[config.mk]
export PLATFORM = sky130hd
export DESIGN_NAME = fir_decimator
export DESIGN_NICKNAME = d
export VERILOG_FILES = /design/src/rtl/fir_decimator.sv
export SDC_FILE = /design/constraint.sdc
export NUM_CORES = 1
export LEC_CHECK = 0
export ABC_CLOCK_PERIOD_IN_PS = 5300
export CAP_MARGIN = 20
export CORE_ASPECT_RATIO = 0.5
export CORE_MARGIN = 2
export CORE_UTILIZATION = 53
export DETAILED_ROUTE_END_ITERATION = 6
export PLACE_DENSITY = 0.82
export RECOVER_POWER = 50
export SYNTH_ARGS = -nofsm -noshare
export SYNTH_HDL_FRONTEND = slang
export SYNTH_SLANG_ARGS = --single-unit
[constraint.sdc]
create_clock -name clk_i -period 5.3 [get_ports clk_i]
set_input_delay 0.53 -clock clk_i [delete_from_list [all_inputs] [get_ports clk_i]]
set_output_delay 0.53 -clock clk_i [all_outputs]
set_load 0.01 [all_outputs]
[src/rtl/fir_decimator.sv]
// Decimator behind fir_filter. It keeps one enabled sample per DECIM group and
// buffers kept samples in a first-word-fall-through FIFO with a sticky overflow flag.
module fir_decimator #(
  parameter int DATA_WIDTH = 8,
  parameter int DECIM      = 4,
  parameter int PHASE      = 0,
  parameter int FIFO_DEPTH = 16
) (
  input  logic                          clk_i,
  input  logic                          rst_i,
  input  logic                          ena_i,
  input  logic signed [DATA_WIDTH-1:0]  data_i,
  input  logic                          clear_i,
  output logic signed [DATA_WIDTH-1:0]  data_o,
  output logic                          valid_o,
  input  logic                          ready_i,
  output logic [$clog2(FIFO_DEPTH):0]   count_o,
  output logic                          overflow_o
);

  localparam int AW = $clog2(FIFO_DEPTH);
  localparam int CW = AW + 1;
  localparam int PW = (DECIM > 1) ? $clog2(DECIM) : 1;

  logic [PW-1:0]                phase;
  logic [AW-1:0]                wr_ptr;
  logic [AW-1:0]                rd_ptr;
  logic signed [DATA_WIDTH-1:0] mem [FIFO_DEPTH];
  logic                         keep;
  logic                         full;
  logic                         pop;
  logic                         push;

  // With DECIM=1 the phase stays at 0, so keep reduces to ena_i.
  assign keep    = ena_i && (phase == PW'(PHASE));
  assign full    = (count_o == CW'(FIFO_DEPTH));
  assign valid_o = (count_o != '0);
  assign pop     = valid_o && ready_i;
  assign push    = keep && (!full || pop);

  // NOTE: the storage array has no reset; emptiness is tracked by count_o, so stale
  // contents are never observed and the array can map onto plain RAM.
  always_ff @(posedge clk_i) begin
    if (push && !clear_i) begin
      mem[wr_ptr] <= data_i;
    end
  end

  always_ff @(posedge clk_i or posedge rst_i) begin
    if (rst_i) begin
      phase      <= '0;
      wr_ptr     <= '0;
      rd_ptr     <= '0;
      count_o    <= '0;
      overflow_o <= 1'b0;
      data_o     <= '0;
    end else if (clear_i) begin
      phase      <= '0;
      wr_ptr     <= '0;
      rd_ptr     <= '0;
      count_o    <= '0;
      overflow_o <= 1'b0;
    end else begin
      if (ena_i) begin
        phase <= (phase == PW'(DECIM - 1)) ? '0 : phase + PW'(1);
      end
      if (push) begin
        wr_ptr <= wr_ptr + AW'(1);
      end
      if (pop) begin
        rd_ptr <= rd_ptr + AW'(1);
      end
      case ({push, pop})
        2'b10:   count_o <= count_o + CW'(1);
        2'b01:   count_o <= count_o - CW'(1);
        default: count_o <= count_o;
      endcase
      if (keep && full && !pop) begin
        overflow_o <= 1'b1;
      end
      // Registered head: load the next entry, or bypass data_i when it becomes the head.
      if (pop) begin
        if (count_o == CW'(1)) begin
          if (push) begin
            data_o <= data_i;
          end
        end else begin
          data_o <= mem[rd_ptr + AW'(1)];
        end
      end else if (!valid_o && push) begin
        data_o <= data_i;
      end
    end
  end

endmodule

**Word level (Yosys, flattened, before mapping)**

Memories as Yosys holds them, arrays and structs flattened.
Index checks and enable logic that the tools add are counted.

- Flip-flop bits (word level): 24
- Bits in writable memories: 128
- Bits of input ports: 13
- Output and inout bits: 15
- Word-level logic and storage cells: 57
- Memories: 1

- Add/subtract/negate cells: 5
- Eq/ne operators: 6
- Mux-type cells: 17
- Bitwise gates (word level): 1
- Reductions and logical operators: 21

Memory list:

| name | words | width | rd ports | clocked after Yosys merged registers in | write ports | RTL line | text |
|---|---|---|---|---|---|---|---|
| mem | 16 | 8 | 1 | 0 | 1 | 28 | `logic signed [DATA_WIDTH-1:0] mem [FIFO_DEPTH];` |

Operators by type and width:

| cell | count |
|---|---|
| $mux W8 | 4 |
| $mux W4 | 4 |
| $pmux W5 S2 | 1 |
| $reduce_bool A2 Y1 | 5 |
| $add A4 B1 Y4 const B | 2 |
| $logic_and A1 B1 Y1 | 7 |
| $mux W2 | 3 |
| $add A5 B1 Y5 const B | 1 |
| $eq A5 B1 Y1 const B | 1 |
| $eq A5 B5 Y1 const B | 1 |
| $mux W5 | 1 |
| $reduce_bool A5 Y1 | 1 |
| $sub A5 B1 Y5 const B | 1 |
| $eq A2 B2 Y1 const B | 2 |
| $logic_not A1 Y1 | 4 |
| $mux W1 | 4 |
| $ne A3 B3 Y1 const B | 1 |
| $reduce_and A3 Y1 | 1 |
| $reduce_bool A3 Y1 | 1 |
| $add A2 B1 Y2 const B | 1 |
| $eq A2 B1 Y1 const B | 1 |
| $logic_not A2 Y1 | 1 |
| $logic_or A1 B1 Y1 | 1 |
| $not A1 Y1 | 1 |

**Logic depth before layout (Yosys ltp)**

- Word-level depth: 7
- Mapped depth: 8
- Depth with buffers taken out: 7

**Worst setup path after synthesis**

OpenSTA, ideal clock, no wires.

- Kind: register to register
- From: reg count_o[0]
- To: mem mem[15][0], enable pin
- Library setup time: 0.370 ns
- Arrival time: 2.086 ns
- Data required time: 4.930 ns
- Path slack: 2.844 ns
- Stages on the path, launching flop included: 7
- Path buffers: 0
- Period minus slack after synthesis: 2.456 ns
- Cell sequence: dfrtp_1 inv_1 ha_1 nor3b_1 a31oi_1 nand2_1 nor2_1

- Word-level cells in the longest chain between the ends: 7
- Elaborated cells on any way between the ends: 9
- Classes of those cells: eq/ne (1); mux (2); reduce/logical (6)

Ends and longest elaborated chain:

| item | RTL line | text |
|---|---|---|
| from (decl) | 17 | `output logic [$clog2(FIFO_DEPTH):0] count_o,` |
| from (signal assigned) | 74 | `2'b10: count_o <= count_o + CW'(1);` |
| from (signal assigned) | 75 | `2'b01: count_o <= count_o - CW'(1);` |
| from (signal assigned) | 76 | `default: count_o <= count_o;` |
| $eq A5 B5 Y1 / $reduce_bool A5 Y1 (equally long branches) | 36, 37 |  |
| $logic_not A1 Y1 / $logic_and A1 B1 Y1 (equally long branches) | 39, 38 |  |
| $logic_or A1 B1 Y1 * | 39 | `assign push = keep && (!full \|\| pop);` |
| $logic_and A1 B1 Y1 * | 39 |  |
| $logic_and A1 B1 Y1 * | 44 | `if (push && !clear_i) begin` |
| $mux W1 * | 44 |  |
| $mux W1 (implied by the code) * | 45 | `mem[wr_ptr] <= data_i;` |
| to (decl) | 28 |  |

Mark *: on every way between the ends. The rest lies on a longest branch, timed or not.

**Final worst setup path**

- From: reg rd_ptr[0]
- To: reg data_o[0]

- Word-level cells in the longest chain between the ends: 4

Ends and longest elaborated chain:

| item | RTL line | text |
|---|---|---|
| from (decl) | 27 | `logic [AW-1:0] rd_ptr;` |
| from (signal assigned) | 71 | `rd_ptr <= rd_ptr + AW'(1);` |
| $add A4 B1 Y4 | 88 | `data_o <= mem[rd_ptr + AW'(1)];` |
| $mem_v2 Z16 W8 | -- |  |
| $mux W8 | 83 | `if (count_o == CW'(1)) begin` |
| $mux W8 | 82 | `if (pop) begin` |
| to (signal assigned) | 85 | `data_o <= data_i;` |
| to (signal assigned) | 88 |  |
| to (signal assigned) | 91 | `data_o <= data_i;` |
| to (decl) | 14 | `output logic signed [DATA_WIDTH-1:0] data_o,` |

No other way between the ends.
A chain may end at the register's enable or synchronous reset.

==> summary.txt <==
Floorplan
  • Die H: 81.86 um
  • Starting Density: 54.43%
  • Die area: 0.01308 mm2
  • Die W: 159.7 um
  • Io pins: 28
  • Row cnt: 28
  • Core ar.: 0.01181 mm2

Timing
  • # setup viols final: 0
  • Fmax achieved: 0.3397 GHz
  • Setup TNS: 0 ns
  • Final Hold Slack: 0.3886 ns
  • Worst-margin pin slew: 1.345 ns
  • Worst rel slew slack: 10.36%
  • Final min period: 2.944 ns
  • Clk_skew: 0.009005 ns
  • RSZ-0062 raised after global routing: no
  • Max-slew violations: 0
  • Crit share post-route: 55.55%
  • Fin. Hold Viols: 0

Critical path
  • Required @ worst endpoint: 5.59 ns
  • Crit-path max FO: 39
  • Worst setup path class: flop to flop
  • Crit path DAT: 3.23 ns
  • Worst setup SP type: flop
  • Worst Setup End Kind: flop

Finish
  • Ratio of cells with drive above 1 in the final layout: 18.41%
  • Ant. Diodes: 0
  • Final net count: 440
  • Commonest non-fill, non-tap cell in the layout: edfxtp_1
  • Area Growth Syn to Fin: 16.59%
  • Cell area after layout: 0.007492 mm2
  • Fillers: 793
  • Most frequent cells in the layout: edfxtp_1, mux4_2, nor2_1

Synth
  • Synthesized cell area: 0.006426 mm2
  • Post-Synthesis Cells: 379
  • Synth Register Bits: 152
  • Yosys cell types: 40
  • Synth async-reset ratio: 15.79%
  • Top FF cell, synth: edfxtp_1
  • Total number of yosys warnings: 0
  • Synth Area per Inst: 16.96 um2
  • Post-synth EDFFs: 128
  • Syn nets: 403
  • Post-synthesis sequential area ratio: 69.16%

Drt
  • Met2 routed WL: 6.572 mm
  • Iteration-0 DRC Markers: 447
  • DRC Markers: 0
  • Drt total wl: 13.48 mm
  • Top sig layer: met4
  • Wl on met1: 5.608 mm
  • Routed WL per cell: 22.69 um
  • Met3 routed WL: 1.031 mm
  • Antenna Nets Post-Route: 0
  • Vias per cell: 6.209
  • DR vias: 3688
  • Drt first pass iters: 5

GRT
  • Overall global routing resource usage: 22.12%
  • Global-route wire length before repair: 20.58 mm
  • GR Overflow Total: 0
  • Antenna violations before repair: 0
  • Pin count of the biggest net entering global routing: 40
  • Vias in the first global route: 3533

Power
  • Max IR drop VDD: 0.0002123 V
  • Power Density: 479.6 mW/mm2
  • P_leak: 2.523 nW

Clocking
  • CTS-repair resized insts: 0
  • Hold-fix buffers, CTS: 0
  • Cts bufs inserted: 17
  • Clock sink count: 152
  • H-tree depth: 4
  • Clock root buffer: clkbuf_16
  • CTS max path bufs: 2
  • TritonCTS clock tree: built
  • Clk slew on worst S/H paths: 0.07 ns
  • Clk Latency, worst-skew pair: 0.42 ns
  • # Post-CTS Setup Buffers: 0

Placement
  • Post-DP Area: 0.006882 mm2
  • Final HPWL DP: 8.180 mm
  • Placer Congestion: 0.8575
  • Port Buffers: 27

Flow run
  • Max Cap Violations: 0

Hold path
  • Hold WC Path Type: input port to asynchronous set/reset pin

Outcome
  • Status: finished clean
==> worst paths after layout <==
path / end / from / cells after the start / slack (ns)
worst max-delay path: data_o[0] / rd_ptr[0] / 7 / 2.36
worst min-delay path: rd_ptr[2] / rst_i / 2 / 0.39
worst max register to register: data_o[0] / rd_ptr[0] / 7 / 2.36
worst min register to register: overflow_o / overflow_o / 2 / 0.52
max in group asynchronous: rd_ptr[0] / rst_i / 3 / 3.39
min in group clk_i: overflow_o / overflow_o / 2 / 0.52
==> cells in the mapped netlist, drive strengths merged (2+ instances only) <==
master  instances  area share [%]
dfrtp          24             9.3
a221oi          9             1.2
mux4           32              11
nand3b          2            0.23
o21ai           2            0.16
inv            10            0.58
a21o            3            0.35
nand3           4            0.39
ha             11             2.1
and2            2            0.19
a21oi          20             1.7
clkbuf          9            0.53
edfxtp        128              60
or4b            2            0.31
buf             7            0.53
nand2          12            0.70
nand4           4            0.39
nor2b           3            0.29
a31oi           6            0.58
or3             3            0.29
xor2            3            0.41
nand2b          8            0.78
nor3b           9             1.1
xnor2           3            0.41
nor3            2            0.16
nor2           30             1.8
mux2            2            0.35
mux2i          11             1.7
a211oi         10             1.2
==> per-layer routing <==
metal / up-vias / global-route usage, %
met5: - / 0
met3: 23 / 6.414
met4: 0 / 8.273
met2: 180 / 35.67
li1: 1584 / -
met1: 1901 / 29.23
==> layout make-up <==
| class | instances | area, um2 | share of cell area, % |
|---|---|---|---|
| sequential | 152 | 4446 | 59.34 |
| clock inverter | 15 | 181.4 | 2.422 |
| inverter | 10 | 37.54 | 0.5010 |
| multi-input combinational | 201 | 1877 | 25.05 |
| tap | 165 | 206.4 | 2.756 |
| clock buffer | 17 | 425.4 | 5.678 |
| timing repair buffer | 34 | 319.1 | 4.259 |
==> power by group <==
part           internal, mW  switching (mW)
clock network         0.716           0.525
logic                 0.459           0.472
registers              1.36          0.0630
total                  2.53            1.06
==> critical path, stage by stage (launching register included) <==
cell and delay, ns:
dfrtp_2 0.34, buf_4 0.55, ha_1 0.41, nor2b_1 0.13, a31oi_1 0.61, nor3b_1 0.19
a221oi_1 0.45, a21oi_1 0.12
==> sequential cells by signal, summed over array words and instances (netlist names) <==
signal,flops
count_o,5
data_o,8
mem,128
overflow_o,1
phase,2
rd_ptr,4
wr_ptr,4
==> stage by stage <==
stage               util (%)  power [mW]  worst slack, ns  std cells
global route           63.46       3.724            2.017        594
finish                 63.46       3.593            2.356        594
floorplan                  -       2.078            2.844        379
global placement       58.29       2.352            2.394        561
detailed placement     58.29       2.364            2.331        561
CTS                    63.43       3.612            2.234        593
==> kinds of logic after synthesis <==
family	synth area share (%)
and+or+nand+nor	6.814
adders and majority gates	2.142
xor gates and xnor gates	0.8179
AOI/OAI and AO/OA	6.153
buffers and inverters	1.636
muxes	13.28
DFF	69.16
No activity file was read; power rests on OpenSTA's default activity.
